--- config.mk ---
export PLATFORM = sky130hd
export DESIGN_NAME = conv_result_writer_flat
export DESIGN_NICKNAME = d
export VERILOG_FILES = /design/src/rtl/conv_result_writer_if.sv /design/src/rtl/conv_result_writer.sv /design/src/flat_wrapper.sv
export SDC_FILE = /design/constraint.sdc
export NUM_CORES = 1
export LEC_CHECK = 0
export BUFFER_PORTS_ARGS = -buffer_cell sky130_fd_sc_hd__buf_2
export CORE_UTILIZATION = 39
export DETAILED_ROUTE_END_ITERATION = 16
export SYNTH_ARGS = -nofsm -noshare
export SYNTH_HDL_FRONTEND = slang
export SYNTH_SLANG_ARGS = --single-unit
--- constraint.sdc ---
create_clock -name clk -period 5.66 [get_ports clk]
set_input_delay 0.283 -clock clk [delete_from_list [all_inputs] [get_ports clk]]
set_output_delay 0.283 -clock clk [all_outputs]
set_load 0.02 [all_outputs]
--- src/rtl/conv_result_writer_if.sv ---
// Bus bundle for the convolution result writer: the beat stream, the bias ROM port,
// the result RAM write port and the layer control/status lines.
interface conv_result_writer_if #(
  parameter int DATA_W = 20,
  parameter int BIAS_W = 8,
  parameter int ADDR_W = 15
) ();
  logic                     start;
  logic signed [DATA_W-1:0] in_data;
  logic                     in_valid;
  logic                     in_start;
  logic                     in_end;
  logic                     bias_rd_en;
  logic [6:0]               bias_addr;
  logic signed [BIAS_W-1:0] bias_data;
  logic                     wr_en;
  logic [ADDR_W-1:0]        wr_addr;
  logic [7:0]               wr_data;
  logic                     busy;
  logic                     done;
  logic                     err;

  // The writer is the slave of the beat stream and the master of the RAM/ROM ports.
  modport slave (
    input  start, in_data, in_valid, in_start, in_end, bias_data,
    output bias_rd_en, bias_addr, wr_en, wr_addr, wr_data, busy, done, err
  );

  modport master (
    output start, in_data, in_valid, in_start, in_end, bias_data,
    input  bias_rd_en, bias_addr, wr_en, wr_addr, wr_data, busy, done, err
  );
endinterface

--- src/rtl/conv_result_writer.sv ---
// Collects multiply-adder result beats for one layer, adds the per-channel bias,
// rescales and clamps to 0..127, and writes them to the result RAM channel by channel.
module conv_result_writer #(
  parameter int DATA_W = 20,
  parameter int BIAS_W = 8,
  parameter int FRAC   = 4,
  parameter int NUM_CH = 6,
  parameter int PIX    = 576,
  parameter int ADDR_W = 15
) (
  input  logic                 clk,
  input  logic                 rst_n,
  conv_result_writer_if.slave  bus
);

  localparam int PIX_W = (PIX > 1) ? $clog2(PIX) : 1;
  localparam int CH_W  = 7;
  localparam logic [PIX_W-1:0]  PIX_LAST = PIX_W'(PIX - 1);
  localparam logic [CH_W-1:0]   CH_LAST  = CH_W'(NUM_CH - 1);
  localparam logic [ADDR_W-1:0] PIX_STEP = ADDR_W'(PIX);

  typedef enum logic [2:0] {
    IDLE,
    BIAS_REQ,
    BIAS_CAP,
    RUN,
    DONE
  } state_t;

  state_t                   state_reg, state_next;
  logic [CH_W-1:0]          ch_reg, ch_next;
  logic [PIX_W-1:0]         pix_reg, pix_next;
  logic [ADDR_W-1:0]        base_reg, base_next;
  logic signed [BIAS_W-1:0] bias_reg, bias_next;
  logic                     err_reg, err_next;
  logic                     wr_en_reg, wr_en_next;
  logic [ADDR_W-1:0]        wr_addr_reg, wr_addr_next;
  logic [7:0]               wr_data_reg, wr_data_next;

  logic signed [DATA_W:0]   sum;
  logic signed [DATA_W:0]   sh;
  logic [7:0]               sat;
  logic                     pix_first;
  logic                     pix_last;

  // One extra bit of headroom so that the bias add can never wrap.
  always_comb begin
    sum = {bus.in_data[DATA_W-1], bus.in_data}
        + {{(DATA_W + 1 - BIAS_W){bias_reg[BIAS_W-1]}}, bias_reg};
    sh  = sum >>> FRAC;
    if (sh[DATA_W]) begin
      sat = 8'd0;
    end else if (|sh[DATA_W-1:7]) begin
      sat = 8'd127;
    end else begin
      sat = sh[7:0];
    end
  end

  always_ff @(posedge clk) begin
    if (rst_n) begin
      state_reg   <= IDLE;
      ch_reg      <= '0;
      pix_reg     <= '0;
      base_reg    <= '0;
      bias_reg    <= '0;
      err_reg     <= 1'b0;
      wr_en_reg   <= 1'b0;
      wr_addr_reg <= '0;
      wr_data_reg <= '0;
    end else begin
      state_reg   <= state_next;
      ch_reg      <= ch_next;
      pix_reg     <= pix_next;
      base_reg    <= base_next;
      bias_reg    <= bias_next;
      err_reg     <= err_next;
      wr_en_reg   <= wr_en_next;
      wr_addr_reg <= wr_addr_next;
      wr_data_reg <= wr_data_next;
    end
  end

  always_comb begin
    state_next   = state_reg;
    ch_next      = ch_reg;
    pix_next     = pix_reg;
    base_next    = base_reg;
    bias_next    = bias_reg;
    err_next     = err_reg;
    wr_en_next   = 1'b0;
    wr_addr_next = wr_addr_reg;
    wr_data_next = wr_data_reg;
    pix_first    = (pix_reg == '0);
    pix_last     = (pix_reg == PIX_LAST);

    case (state_reg)
      IDLE: begin
        if (bus.start) begin
          state_next = BIAS_REQ;
          ch_next    = '0;
          pix_next   = '0;
          base_next  = '0;
          err_next   = 1'b0;
        end
      end
      BIAS_REQ: begin
        state_next = BIAS_CAP;
      end
      BIAS_CAP: begin
        bias_next  = bus.bias_data;
        pix_next   = '0;
        state_next = RUN;
      end
      RUN: begin
        if (bus.in_valid) begin
          wr_en_next   = 1'b1;
          wr_addr_next = base_reg + ADDR_W'(pix_reg);
          wr_data_next = sat;
          if ((bus.in_start != pix_first) || (bus.in_end != pix_last)) begin
            err_next = 1'b1;
          end
          // An early in_end still closes the channel; the next base skips the
          // unwritten tail so every channel keeps its fixed PIX-sized slot.
          if (pix_last || bus.in_end) begin
            pix_next  = '0;
            base_next = base_reg + PIX_STEP;
            if (ch_reg == CH_LAST) begin
              state_next = DONE;
            end else begin
              ch_next    = ch_reg + 1'b1;
              state_next = BIAS_REQ;
            end
          end else begin
            pix_next = pix_reg + 1'b1;
          end
        end
      end
      DONE: begin
        state_next = IDLE;
      end
      default: begin
        state_next = IDLE;
      end
    endcase

    // Beats outside RUN are dropped but flagged; this wins over a start-clear.
    if (bus.in_valid && (state_reg != RUN)) begin
      err_next = 1'b1;
    end
  end

  assign bus.bias_rd_en = (state_reg == BIAS_REQ);
  assign bus.bias_addr  = (state_reg == BIAS_REQ) ? ch_reg : '0;
  assign bus.busy       = (state_reg == BIAS_REQ) || (state_reg == BIAS_CAP) || (state_reg == RUN);
  assign bus.done       = (state_reg == DONE);
  assign bus.err        = err_reg;
  assign bus.wr_en      = wr_en_reg;
  assign bus.wr_addr    = wr_addr_reg;
  assign bus.wr_data    = wr_data_reg;

endmodule

--- src/flat_wrapper.sv ---
// flat-port wrapper written by rule: the top's interface ports become plain ports
module conv_result_writer_flat 
#(
  parameter int DATA_W = 20,
  parameter int BIAS_W = 8,
  parameter int FRAC   = 4,
  parameter int NUM_CH = 6,
  parameter int PIX    = 576,
  parameter int ADDR_W = 15
)
  (clk, rst_n, bus_start, bus_in_data, bus_in_valid, bus_in_start, bus_in_end, bus_bias_data, bus_bias_rd_en, bus_bias_addr, bus_wr_en, bus_wr_addr, bus_wr_data, bus_busy, bus_done, bus_err);
  conv_result_writer_if #(.DATA_W(DATA_W), .BIAS_W(BIAS_W), .ADDR_W(ADDR_W)) bus_i ();
  input  logic clk;
  input  logic rst_n;
  input wire logic [$bits(bus_i.start)-1:0] bus_start;
  input wire logic [$bits(bus_i.in_data)-1:0] bus_in_data;
  input wire logic [$bits(bus_i.in_valid)-1:0] bus_in_valid;
  input wire logic [$bits(bus_i.in_start)-1:0] bus_in_start;
  input wire logic [$bits(bus_i.in_end)-1:0] bus_in_end;
  input wire logic [$bits(bus_i.bias_data)-1:0] bus_bias_data;
  output wire logic [$bits(bus_i.bias_rd_en)-1:0] bus_bias_rd_en;
  output wire logic [$bits(bus_i.bias_addr)-1:0] bus_bias_addr;
  output wire logic [$bits(bus_i.wr_en)-1:0] bus_wr_en;
  output wire logic [$bits(bus_i.wr_addr)-1:0] bus_wr_addr;
  output wire logic [$bits(bus_i.wr_data)-1:0] bus_wr_data;
  output wire logic [$bits(bus_i.busy)-1:0] bus_busy;
  output wire logic [$bits(bus_i.done)-1:0] bus_done;
  output wire logic [$bits(bus_i.err)-1:0] bus_err;
  assign bus_i.start = bus_start;
  assign bus_i.in_data = bus_in_data;
  assign bus_i.in_valid = bus_in_valid;
  assign bus_i.in_start = bus_in_start;
  assign bus_i.in_end = bus_in_end;
  assign bus_i.bias_data = bus_bias_data;
  assign bus_bias_rd_en = bus_i.bias_rd_en;
  assign bus_bias_addr = bus_i.bias_addr;
  assign bus_wr_en = bus_i.wr_en;
  assign bus_wr_addr = bus_i.wr_addr;
  assign bus_wr_data = bus_i.wr_data;
  assign bus_busy = bus_i.busy;
  assign bus_done = bus_i.done;
  assign bus_err = bus_i.err;
  conv_result_writer #(.DATA_W(DATA_W), .BIAS_W(BIAS_W), .FRAC(FRAC), .NUM_CH(NUM_CH), .PIX(PIX), .ADDR_W(ADDR_W)) u_core (.clk(clk), .rst_n(rst_n), .bus(bus_i));
endmodule
# Word level (Yosys, flattened, before mapping)
# Cells that the tools add are included.
# word_totals
register_bits	68
latch_bits	0
ram_bits	0
mem_bits_ro	0
in_bits	34
output_inout_bits	35
memories	0
# classes
n_addsub	5
multipliers	0
n_div	0
order_cmp	0
n_eq_ne	16
n_shift	0
mux	27
n_bitwise	1
reduce_logical	18
# op_table
cell	count
15-bit two-way mux	3
7-bit two-way mux	5
10-bit two-way mux	3
10-bit one-hot mux with 3 select lines	1
15-bit one-hot mux with 2 select lines	1
20-bit by 8-bit adder with 21-bit output	1
8-bit two-way mux	2
15-bit by 10-bit adder with 15-bit output	1
15-bit by 10-bit adder with 15-bit output (second input constant)	1
7-bit one-hot mux with 2 select lines	1
3-bit two-way mux	4
3-bit one-hot mux with 4 select lines	1
10-bit by 1-bit adder with 10-bit output (second input constant)	1
10-bit equality test (second input constant)	1
10-bit logical NOT	1
10-bit OR reduction	1
3-bit by 2-bit != test with 1-bit output (second input constant)	3
4-bit AND reduction	2
7-bit by 1-bit adder with 7-bit output (second input constant)	1
7-bit by 3-bit equality test with 1-bit output (second input constant)	1
3-bit by 2-bit equality test with 1-bit output (second input constant)	2
2-bit != test (second input constant)	3
3-bit AND reduction	2
3-bit nonzero test	2
15 further kinds	23

# Longest topological paths before layout
# Gate-level depths: netlist of run 1.
# logic_depth
word_depth	7
depth_mapped	12
depth_no_buf	12

# Worst setup path before layout of run 1
# Ideal clock, no wire load.
# synth_path
path_kind	register to register
from	register u_core.bias_reg[7]
to	register u_core.wr_data_reg[0] (netlist: u_core.bus.wr_data[0])
t_arrival_ns	2.857
t_required_ns	5.538
setup_slack_ns	2.681
path_stages_with_launch	10
cell_sequence	dfxtp_1 -> ha_1 -> a21oi_1 -> o21ai_1 -> a31o_1 -> o21a_1 -> or4_4 -> a2111oi_4 -> a41oi_4 -> a221o_1
# synth_between
elab_chain_cells	4
# synth_rtl
item	line	rtl
from (decl)	conv_result_writer.sv:34	logic signed [BIAS_W-1:0] bias_reg, bias_next;
from (signal assigned)	conv_result_writer.sv:76	bias_reg <= bias_next;
20-bit by 8-bit adder with 21-bit output (*)	conv_result_writer.sv:49	+ {{(DATA_W + 1 - BIAS_W){bias_reg[BIAS_W-1]}}, bias_reg};
10-bit OR reduction	conv_result_writer.sv:53	end else if (|sh[DATA_W-1:7]) begin
8-bit two-way mux	conv_result_writer.sv:53	
8-bit two-way mux (*)	conv_result_writer.sv:51	if (sh[DATA_W]) begin
to (signal assigned)	conv_result_writer.sv:80	wr_data_reg <= wr_data_next;
to (decl)	conv_result_writer.sv:38	logic [7:0] wr_data_reg, wr_data_next;
# Every way passes the cells marked *; elsewhere a longest branch is shown, timed or not.
# A chain may end at the register's enable or synchronous reset.

# Worst setup path in the final report of run 1
# layout_path
from	register u_core.bias_reg[7]
to	register u_core.wr_data_reg[2] (netlist: u_core.bus.wr_data[2])
# The elaborated chain is that of the path after synthesis.

==> results of run 1 <==
==> critical path, cell delays in order, from the launching register on <==
cell and delay (ps):
dfxtp_1 670, ha_1 400, a21oi_1 210, o21ai_1 110
a31o_1 210, o21a_1 200, or4_4 500, a2111oi_4 420
a41oi_4 210, a221o_1 300
==> cell usage after synthesis, drive strengths merged (2+ instances only) <==
cell type and number:
o211ai 3, o21bai 2, a31oi 7, nand2b 5, mux2i 2, nor4b 2, or2 4, nor2 48
xor2 17, a2111oi 2, and3 4, xnor2 21, o21ai 27, o21a 3, nand4 8, dfxtp 62
clkbuf 15, a221o 7, or3 6, a211o 2, a211oi 5, and4 2, nand3 13, a311oi 2
nor3 3, inv 11, o31ai 2, and2 11, a21o 3, nor2b 7, buf 2, nand2 47
a21oi 46, a31o 2, ha 29, nor3b 5
==> per-stage QoR <==
| step | area [sq um] | cells | total power [mW] | hold slack, ps | worst slack, ps |
|---|---|---|---|---|---|
| 2_1_floorplan | 3670 | 447 | 0.619 | 419 | 2680 |
| 3_3_place_gp | 4090 | 610 | 0.668 | 440 | 2420 |
| 3_5_place_dp | 4090 | 610 | 0.672 | 447 | 2310 |
| 4_1_cts | 4300 | 625 | 1.08 | 179 | 2290 |
| 5_1_grt | 4300 | 625 | 1.12 | 183 | 2060 |
| 6_report | 4300 | 625 | 1.07 | 196 | 2320 |
==> how the worst min path moves through the flow <==
stage	start	end	slack, ps	cells after the start
global route	bus_bias_data[5]	u_core.bias_reg[5]$_SDFFE_PP0P_	180	3
CTS	bus_bias_data[2]	u_core.bias_reg[2]$_SDFFE_PP0P_	180	3
floorplan	bus_bias_data[0]	u_core.bias_reg[0]$_SDFFE_PP0P_	420	2
finish	bus_bias_data[2]	u_core.bias_reg[2]$_SDFFE_PP0P_	200	3
global placement	u_core.bus.wr_data[7]$_SDFFE_PP0P_	u_core.bus.wr_data[7]$_SDFFE_PP0P_	440	1
detailed placement	u_core.bus.wr_addr[8]$_SDFFE_PP0P_	u_core.bus.wr_addr[8]$_SDFFE_PP0P_	450	2
==> metal layers <==
layer  wire length (um)  up-vias
met5                  0        -
met4                156        0
met3                297       15
met2               3980       67
met1               4110     1549
li1                   -     1721
==> cell families (layout without fill, tap and decap cells) <==
logic type,Yosys count,count (layout)
muxes,2,2
adders and majority gates,29,29
xor gates and xnor gates,38,38
buffers and inverters,28,95
and+or+nand+nor,170,170
DFF,62,62
AOI/OAI and AO/OA,118,118
==> final cells by class <==
type                       count  area, sq um
fill                         909         4900
clock buffer                  12          165
inverter                      11         41.3
clock inverter                 3         42.5
sequential                    62         1240
timing repair buffer          69          348
tap                          111          139
multi-input combinational    357         2320
==> power by group <==
group | total (mW) | internal, mW | switching, mW
logic | 0.198 | 0.0799 | 0.118
clock network | 0.403 | 0.236 | 0.167
registers | 0.465 | 0.450 | 0.0155
total | 1.07 | 0.766 | 0.300
==> metrics.md, run 1 <==
| Metric | Value |
|---|---|
| Status | complete, no violations |
| Synthesis Warnings | 0 |
| Max Root-Sink Buffers | 2 |
| DRT Pass-1 Iters | 4 |
| Static leakage | 1.81 nW |
| Clock latency on the worst-skew pair | 330 ps |
| FF-to-FF setup slack | 2320 ps |
| Slew headroom | 49.3% |
| Peak supply drop | 0.000125 V |
| Largest area contributor in the netlist | dfxtp_1 |
| IO Port Bufs | 68 |
| Worst-Margin Slew | 760 ps |
| Synthesized area | 3670 sq um |
| Placeable Area | roughly 9200 sq um |
| Mux cell area share after synthesis | less than 1% |
| Clock transition at path regs | 70 ps |
| Largest net degree at the start of global routing | 35 |
| GPL Wtd Cong | 0.808 |
| Share of synthesized flip-flops with an asynchronous set or reset | 0% |
| Dpl hpwl | approximately 6.5 mm |
| Compound-cell area share of the yosys netlist | 21.0% |
| Fin Setup TNS | 0 ps |
| Routed WL | ~8.5 mm |
| Initial antenna violation count | 0 |
| Worst reg-to-reg path cell count | 9 |
| DRT iter0 DRCs | 107 |
| Leading cell type in the layout, fill and taps excluded | buf_2 |
| Worst reg2reg path startpoint | u_core.bias_reg[7]$_SDFFE_PP0P_ |
| Ant. Diodes | 0 |
| GRT overflow | 0 |
| P per Cell Area | between 200 and 250 nW/um^2 |
| Post-synth net total | 510 |
| ANT nets after route | 0 |
| FF-to-FF End | u_core.bus.wr_data[2]$_SDFFE_PP0P_ |
| CP endpoint kind | flip-flop |
| Critical path type | flip-flop to flip-flop |
| Synthesized instance count | approximately 450 |
| Post-synth EDFFs | 0 |
| Number of buffers created by CTS | 9 |
| Synth Area in XOR/XNOR | between 9 and 10% |
| Avg Inst Size Synth | slightly above 8 sq um |
| # nets final | 573 |
| Post-synthesis adder-cell area fraction | 9.89% |
| Max FFs per register | 15 |
| First-pass GRT wire length | 14.5 mm |
| I/O pin cnt | 69 |
| Final setup fails | 0 |
| Clock net sink count | 62 |
| GR peak layer | met2 |
| H-tree levels | 3 |
| Fmax achieved | 299 MHz |
| Worst setup path startpoint | u_core.bias_reg[7]$_SDFFE_PP0P_ |
| Layout area overhead | 17.2% |
| Core Rows | 35 |
| Fin. Hold Viols | 0 |
| Postcts setup bufs | 0 |
| Die width | slightly below 100 um |
| Final core utilization | between 40% and 50% |
| Die Area | about 9800 sq um |
| Worst path arrival time | ~3600 ps |
| Share of the synthesized area in the top cell type | 33.8% |
| Via count | 3352 |
| CTS tree | built |
| Peak fanout along the critical path | 14 |
| Met1 usage | 22.7% |
| Met3 Track Usage GR | under 10% |
| Final period util | 59.0% |
| Sequential area share after synthesis | around 34% |
| CTS resizes | 0 |
| Top post-synthesis cells by area | dfxtp_1 (34%), ha_1 (9.9%), a21oi_1 (6.1%), xnor2_1 (5.0%), nor2_1 (4.9%) |
| CP Launch Type | flip-flop |
| Worst min path class | input port to flip-flop |
| Final Skew | 8.24 ps |
| Max Cap Violations | 0 |
| Top_reg_cell synth | dfxtp_1 |
| Most frequent cells in the layout | buf_2 (68), dfxtp_1 (62), nor2_1 (48), nand2_1 (47), a21oi_1 (45) |
| Largest family of logic cells by synthesized area | simple AND/OR/NAND/NOR gates |
| Share of cells above drive strength 1 | 18.3% |
| Drt wl/cell | 13.7 um |
| Root Buffer | clkbuf_8 |
| Drt via density | 5.36 |
| Total GRT Usage | between 15 and 20% |
| CP required | 5880 ps |
| Post-synth cell types | 51 |
| Post-synthesis simple-gate area fraction | 22.8% |
| Hold buffers post-CTS | 0 |
| Fin crit period | between 3000 and 4000 ps |
| Drc violations | 0 |
| Slew Limit Fails | 0 |
| Critical Path Sink | u_core.bus.wr_data[2]$_SDFFE_PP0P_ |
| Initial Utilization | 39.9% |
| Number of global-route vias before repair | 3207 |
| GRT met2 Usage | 31.4% |
| RSZ-0062 raised after global routing | false |
| Die Y | 99.0 um |
| Seq cells post-synth | 62 |
(Power assumes the default switching activity.)
==> run 2: changes to the inputs <==
- clock period: 5.66 -> 3.25 ns (I/O delays scaled with it)
==> run 2 against run 1 <==
Net effect: total power grew 78%; cell count grew 1.1%; maximum frequency grew 11%; worst setup slack lost 2100 ps; non-clock buffer count grew 6; critical path type unchanged; largest cell class unchanged; highest routed layer unchanged.
==> metrics.md, run 2 (synthesized netlist as in run 1, its figures left out) <==
| Metric | Value |
|---|---|
| Die width | 99.0 um (unchanged) |
| Cell area after layout | 4360 sq um (+1.4%) |
| FF-to-FF End | u_core.bus.wr_data[6]$_SDFFE_PP0P_ |
| Number of global-route vias before repair | 3113 (-2.9%) |
| Max FFs per register | 15 (unchanged) |
| P per Cell Area | 435 nW/um^2 (+75%) |
| # nets final | 579 (+1.0%) |
| WL met2 | 4.16 mm (+4.8%) |
| Final core utilization | 47.4% (+0.64 points) |
| Initial Utilization | 39.9% (unchanged) |
| DRT iter0 DRCs | 146 (+36%) |
| Hold slack | 61.0 ps (-135 ps) |
| Clock net sink count | 62 (unchanged) |
| Fin. Hold Viols | 0 (unchanged) |
| Fin crit period | 3020 ps (-320 ps) |
| GPL Wtd Cong | 0.886 (+9.6%) |
| IO Port Bufs | 68 (unchanged) |
| Core Rows | 35 (unchanged) |
| Worst Hold End | u_core.bias_reg[4]$_SDFFE_PP0P_ |
| Status | complete, no violations |
| GRT overflow | 0 (unchanged) |
| Total GRT Usage | 18.6% (+0.28 points) |
| Worst min path class | input port to flip-flop |
| Final period util | 92.9% (+34 points) |
| Peak fanout along the critical path | 10 (-4) |
| Ant. Diodes | 0 (unchanged) |
| Drt wl/cell | 13.9 um (+1.9%) |
| Most frequent cells in the layout | buf_2 (68), dfxtp_1 (62), nor2_1 (48), nand2_1 (47), a21oi_1 (44) |
| Filler cells | 916 (+0.77%) |
| Share of cells above drive strength 1 | 19.6% (+1.3 points) |
| FF-to-FF setup slack | 230 ps (-2090 ps) |
| Max Root-Sink Buffers | 2 (unchanged) |
| I/O pin cnt | 69 (unchanged) |
| Clock latency on the worst-skew pair | 340 ps (about the same) |
| Non-filler cells in the finished layout | 632 (+1.1%) |
| Layout area overhead | 18.8% |
| DR top layer | met4 |
| WHS Path Cells | 3 (unchanged) |
| Max Cap Violations | 0 (unchanged) |
| Drt via density | 5.35 (-0.25%) |
| CP endpoint kind | flip-flop |
| RSZ-0062 raised after global routing | false |
| Placeable Area | 9200 sq um (unchanged) |
| Initial antenna violation count | 0 (unchanged) |
| Die Y | 99.0 um (unchanged) |
| Worst reg2reg path startpoint | u_core.bias_reg[7]$_SDFFE_PP0P_ |
| Number of buffers created by CTS | 9 (unchanged) |
| Routed WL | 8.80 mm (+3.1%) |
| Dpl ws | 196 ps (-2110 ps) |
| CTS tree | built |
| First-pass GRT wire length | 14.6 mm (+0.76%) |
| Fmax achieved | 331 MHz (+11%) |
| Die Area | 9800 sq um (unchanged) |
| DRT Pass-1 Iters | 4 (unchanged) |
| Overall power | 1.89 mW (+78%) |
| Hold path start | bus_bias_data[4] |
| Via count | 3381 (+0.87%) |
| Final Skew | 8.07 ps (-0.164 ps) |
| Critical path type | flip-flop to flip-flop |
| Worst path arrival time | 3240 ps (-320 ps) |
| CP required | 3470 ps (-2410 ps) |
| Static leakage | 1.85 nW (+2.2%) |
| Placed Instances | 616 (+0.98%) |
| Length of routed met3 wiring | 372 um (+25%) |
| Root Buffer | clkbuf_8 |
| Drc violations | 0 (unchanged) |
| Peak supply drop | 0.000161 V (+29%) |
| Area after DPL | 4140 sq um (+1.1%) |
| Final setup fails | 0 (unchanged) |
| Hold buffers post-CTS | 0 (unchanged) |
| Slew Limit Fails | 0 (unchanged) |
| Setup WS post-layout | 231 ps (-2090 ps) |
| M1 WL | 4.19 mm (+2.0%) |
| H-tree levels | 3 (unchanged) |
| Worst reg-to-reg path cell count | 10 (+1) |
| Clock transition at path regs | 70 ps (about the same) |
| CP Launch Type | flip-flop |
| Dpl hpwl | 6.56 mm (+1.3%) |
| Fin Setup TNS | 0 ps (unchanged) |
| Slew headroom | 55.4% (+6.1 points) |
| Worst-Margin Slew | 669 ps (-91.2 ps) |
| Largest net degree at the start of global routing | 35 (unchanged) |
| Leading cell type in the layout, fill and taps excluded | buf_2 |
| ANT nets after route | 0 (unchanged) |
run 2: changes by cell type in the layout (fill, tap and decap cells not counted):
cell,previous run,this run
a21oi_2,1,2
a21oi_1,45,44
clkinv_4,0,1
clkinvlp_4,1,0
buf_4,1,7
inv_6,0,1
run 2: worst max path at each step:
stage / start / end / slack [ps]
3_5_place_dp: u_core.bias_reg[7]$_SDFFE_PP0P_ / u_core.bus.wr_data[0]$_SDFFE_PP0P_ / 200
6_report: u_core.bias_reg[7]$_SDFFE_PP0P_ / u_core.bus.wr_data[6]$_SDFFE_PP0P_ / 230
3_3_place_gp: u_core.bias_reg[7]$_SDFFE_PP0P_ / u_core.bus.wr_data[6]$_SDFFE_PP0P_ / 260
2_1_floorplan: u_core.bias_reg[7]$_SDFFE_PP0P_ / u_core.bus.wr_data[0]$_SDFFE_PP0P_ / 270
4_1_cts: u_core.bias_reg[7]$_SDFFE_PP0P_ / u_core.bus.wr_data[2]$_SDFFE_PP0P_ / 190
5_1_grt: u_core.bias_reg[7]$_SDFFE_PP0P_ / u_core.bus.wr_data[1]$_SDFFE_PP0P_ / 50
run 2: report_power, final:
group | internal (mW) | total, mW | leakage [nW] | switching (mW)
registers | 0.783 | 0.807 | 0.502 | 0.0244
logic | 0.143 | 0.352 | 1.23 | 0.209
clock network | 0.420 | 0.734 | 0.113 | 0.314
run 2: per-layer routing:
layer  track usage, %  vias to the layer above
met1             24.2                     1571
met3             4.26                        9
li1                 -                     1735
met4             5.28                        0
met2             30.9                       66
met5                0                        -
run 2: cell type report:
| type | instances | area [sq um] | area share (%) |
|---|---|---|---|
| multi-input cells | 357 | 2320 | 53.4 |
| flip-flops and latches | 62 | 1240 | 28.5 |
| repair buffers | 75 | 393 | 9.02 |
| clock buffers | 12 | 165 | 3.79 |
| well taps | 111 | 139 | 3.19 |
| clock inverters | 4 | 52.6 | 1.21 |
| inverters | 11 | 41.3 | 0.948 |
run 2: critical path, cell delays in order (launching register included):
cell       delay, ps
dfxtp_1          340
buf_4            200
ha_1             230
a21oi_1          180
o21ai_1          110
a31o_1           220
o21a_1           210
or4_4            500
a2111oi_4        410
a41oi_4          210
a221o_1          300
run 2: repair_timing:
action                     in CTS  in global routing
setup endpoints to repair       0                  2
buffers inserted                0                  0
resized for setup               0                  1
==> run 3: changes to the inputs <==
- GPL_TIMING_DRIVEN: not set -> 0
==> run 3 against run 2 <==
Net effect: maximum frequency shrank 0.60%; clock-buffer cell count is the same; first-iteration DRC count shrank 34%; largest power group unchanged.
==> metrics.md, run 3 (synthesized netlist as in run 1, its figures left out) <==
| Metric | Value |
|---|---|
| Worst reg2reg path startpoint | u_core.bias_reg[7]$_SDFFE_PP0P_ |
| CP Launch Type | flip-flop |
| Ant. Diodes | 0 (unchanged) |
| Worst-Margin Slew | 671 ps (+1.96 ps) |
| Fin Setup TNS | 0 ps (unchanged) |
| Hold path start | bus_bias_data[7] |
| Static leakage | 1.83 nW (-1.0%) |
| Clock latency on the worst-skew pair | 340 ps (about the same) |
| FF-to-FF End | u_core.bus.wr_data[2]$_SDFFE_PP0P_ |
| Filler cells | 905 (-1.2%) |
| Max Root-Sink Buffers | 2 (unchanged) |
| CP max stage cell | or4_4 |
| Non-filler cells in the finished layout | 641 (+1.4%) |
| Routed WL | 8.72 mm (-0.92%) |
| Final Skew | 10.9 ps (+2.84 ps) |
| Slew Limit Fails | 0 (unchanged) |
| # nets final | 588 (+1.6%) |
| Postcts setup bufs | 0 (unchanged) |
| FF-to-FF setup slack | 210 ps (-20 ps) |
| Initial Utilization | 39.9% (unchanged) |
| P per Cell Area | 436 nW/um^2 (+0.33%) |
| Dpl hpwl | 6.72 mm (+2.3%) |
| Worst setup path startpoint | u_core.bias_reg[7]$_SDFFE_PP0P_ |
| CP endpoint kind | flip-flop |
| ANT nets after route | 0 (unchanged) |
| Peak supply drop | 0.000230 V (+43%) |
| Setup WS post-layout | 213 ps (-18.1 ps) |
| Fin crit period | 3040 ps (+18.1 ps) |
| Status | complete, no violations |
| Layout area overhead | 18.9% |
| Slew headroom | 55.2% (-0.23 points) |
| Cell area after layout | 4360 sq um (+0.11%) |
| Overall power | 1.90 mW (+0.45%) |
| Number of buffers created by CTS | 9 (unchanged) |
| Worst reg-to-reg path cell count | 9 (-1) |
| Hold buffers post-CTS | 0 (unchanged) |
| RSZ-0062 raised after global routing | false |
| Drt wl/cell | 13.6 um (-2.3%) |
| Fin. Hold Viols | 0 (unchanged) |
| Critical path type | flip-flop to flip-flop |
| WHS Path Cells | 3 (unchanged) |
| Leading cell type in the layout, fill and taps excluded | buf_2 |
| Die Y | 99.0 um (unchanged) |
| Hold slack | 49.2 ps (-11.8 ps) |
| H-tree levels | 3 (unchanged) |
| Final setup fails | 0 (unchanged) |
| CTS resizes | 1 (+1) |
| GPL Wtd Cong | 0.863 (-2.6%) |
| DRT Pass-1 Iters | 5 (+1) |
| Largest net degree at the start of global routing | 15 (-57%) |
| I/O pin cnt | 69 (unchanged) |
| Share of cells above drive strength 1 | 17.5% (-2.0 points) |
| Via count | 3354 (-0.80%) |
| Final core utilization | 47.4% (+0.054 points) |
| CP required | 3480 ps (about the same) |
| Root Buffer | clkbuf_8 |
| First-pass GRT wire length | 14.6 mm (+0.14%) |
| Clock net sink count | 62 (unchanged) |
| Die width | 99.0 um (unchanged) |
| Core Rows | 35 (unchanged) |
| Total GRT Usage | 19.0% (+0.31 points) |
| Most frequent cells in the layout | buf_2 (68), dfxtp_1 (61), nor2_1 (48), nand2_1 (47), a21oi_1 (45) |
| Dpl ws | -105 ps (-300 ps) |
| Final period util | 93.5% (+0.56 points) |
| Worst Path Buf+Inv | 0 (-1) |
| Area after DPL | 4140 sq um (+0.18%) |
| DRT iter0 DRCs | 97 (-34%) |
| Max FFs per register | 15 (unchanged) |
| Placeable Area | 9200 sq um (unchanged) |
| Worst Hold End | u_core.bias_reg[7]$_SDFFE_PP0P_ |
| Initial antenna violation count | 0 (unchanged) |
| Drc violations | 0 (unchanged) |
| Worst path arrival time | 3270 ps (+30 ps) |
| Clock transition at path regs | 60 ps (about the same) |
| Number of global-route vias before repair | 3129 (+0.51%) |
| Crit-path cells | ha_1 -> a21oi_1 -> o21ai_1 -> a31o_1 -> o21a_1 -> or4_4 -> a2111oi_4 -> a41oi_4 -> a221o_1 |
| Largest delay contributor family on the critical path | compound AO/OA/AOI/OAI gates |
| Worst min path class | input port to flip-flop |
| IO Port Bufs | 67 (-1.5%) |
| Max Cap Violations | 0 (unchanged) |
| Placed Instances | 625 (+1.5%) |
| Peak fanout along the critical path | 14 (+4) |
| Drt via density | 5.23 (-2.2%) |
| Die Area | 9800 sq um (unchanged) |
| Max stage delay on crit path | 500 ps (about the same) |
| GRT overflow | 0 (unchanged) |
| CTS tree | built |
| Fmax achieved | 329 MHz (-0.60%) |
-- run 3: cell count changes in the layout (fill, tap and decap cells not counted), sizes merged --
| cell | previous run | this run |
|---|---|---|
| inv | 12 | 11 |
| bufinv | 1 | 2 |
| buf | 75 | 69 |
| clkbuf | 12 | 27 |
-- run 3: layout make-up --
cell class,instances,area [sq um],area share [%]
Clock buffer,12,145,3.33
Sequential cell,62,1240,28.5
Buffer,17,65.1,1.49
Inverter,11,41.3,0.947
Timing Repair Buffer,67,335,7.69
Tap cell,111,139,3.18
Multi-Input combinational cell,357,2320,53.2
Clock inverter,4,70.1,1.61
-- run 3: worst register-to-register path, stage by stage (launching register included) --
cell and delay [ps]:
dfxtp_4 410, ha_1 380, a21oi_1 180, o21ai_1 110
a31o_1 220, o21a_1 210, or4_4 500, a2111oi_4 400
a41oi_4 210, a221o_1 300
-- run 3: how the worst max path moves through the flow --
| stage | end | cells past startpoint | slack (ps) |
|---|---|---|---|
| floorplan | u_core.bus.wr_data[0]$_SDFFE_PP0P_ | 9 | 270 |
| global placement | u_core.bus.wr_data[2]$_SDFFE_PP0P_ | 9 | -100 |
| detailed placement | u_core.bus.wr_data[0]$_SDFFE_PP0P_ | 9 | -100 |
| CTS | u_core.bus.wr_data[2]$_SDFFE_PP0P_ | 9 | 100 |
| global route | u_core.bus.wr_data[4]$_SDFFE_PP0P_ | 9 | 40 |
| finish | u_core.bus.wr_data[2]$_SDFFE_PP0P_ | 9 | 210 |
-- run 3: power breakdown --
part           leakage [nW]  internal, mW  switching [mW]
combinational          1.21         0.141           0.207
sequential            0.502         0.783          0.0248
clock                 0.110         0.451           0.295
total                  1.83          1.37           0.527
-- run 3: metal layers --
metal / global-route usage (%) / vias to the layer above / routed length, um / share of wire [%]
met2: 31.4 / 65 / 4010 / 46
met1: 24.0 / 1526 / 4190 / 48
met3: 4.04 / 11 / 403 / 4.6
met4: 7.69 / 0 / 117 / 1.3
li1: - / 1752 / - / -
met5: 0 / - / 0 / 0
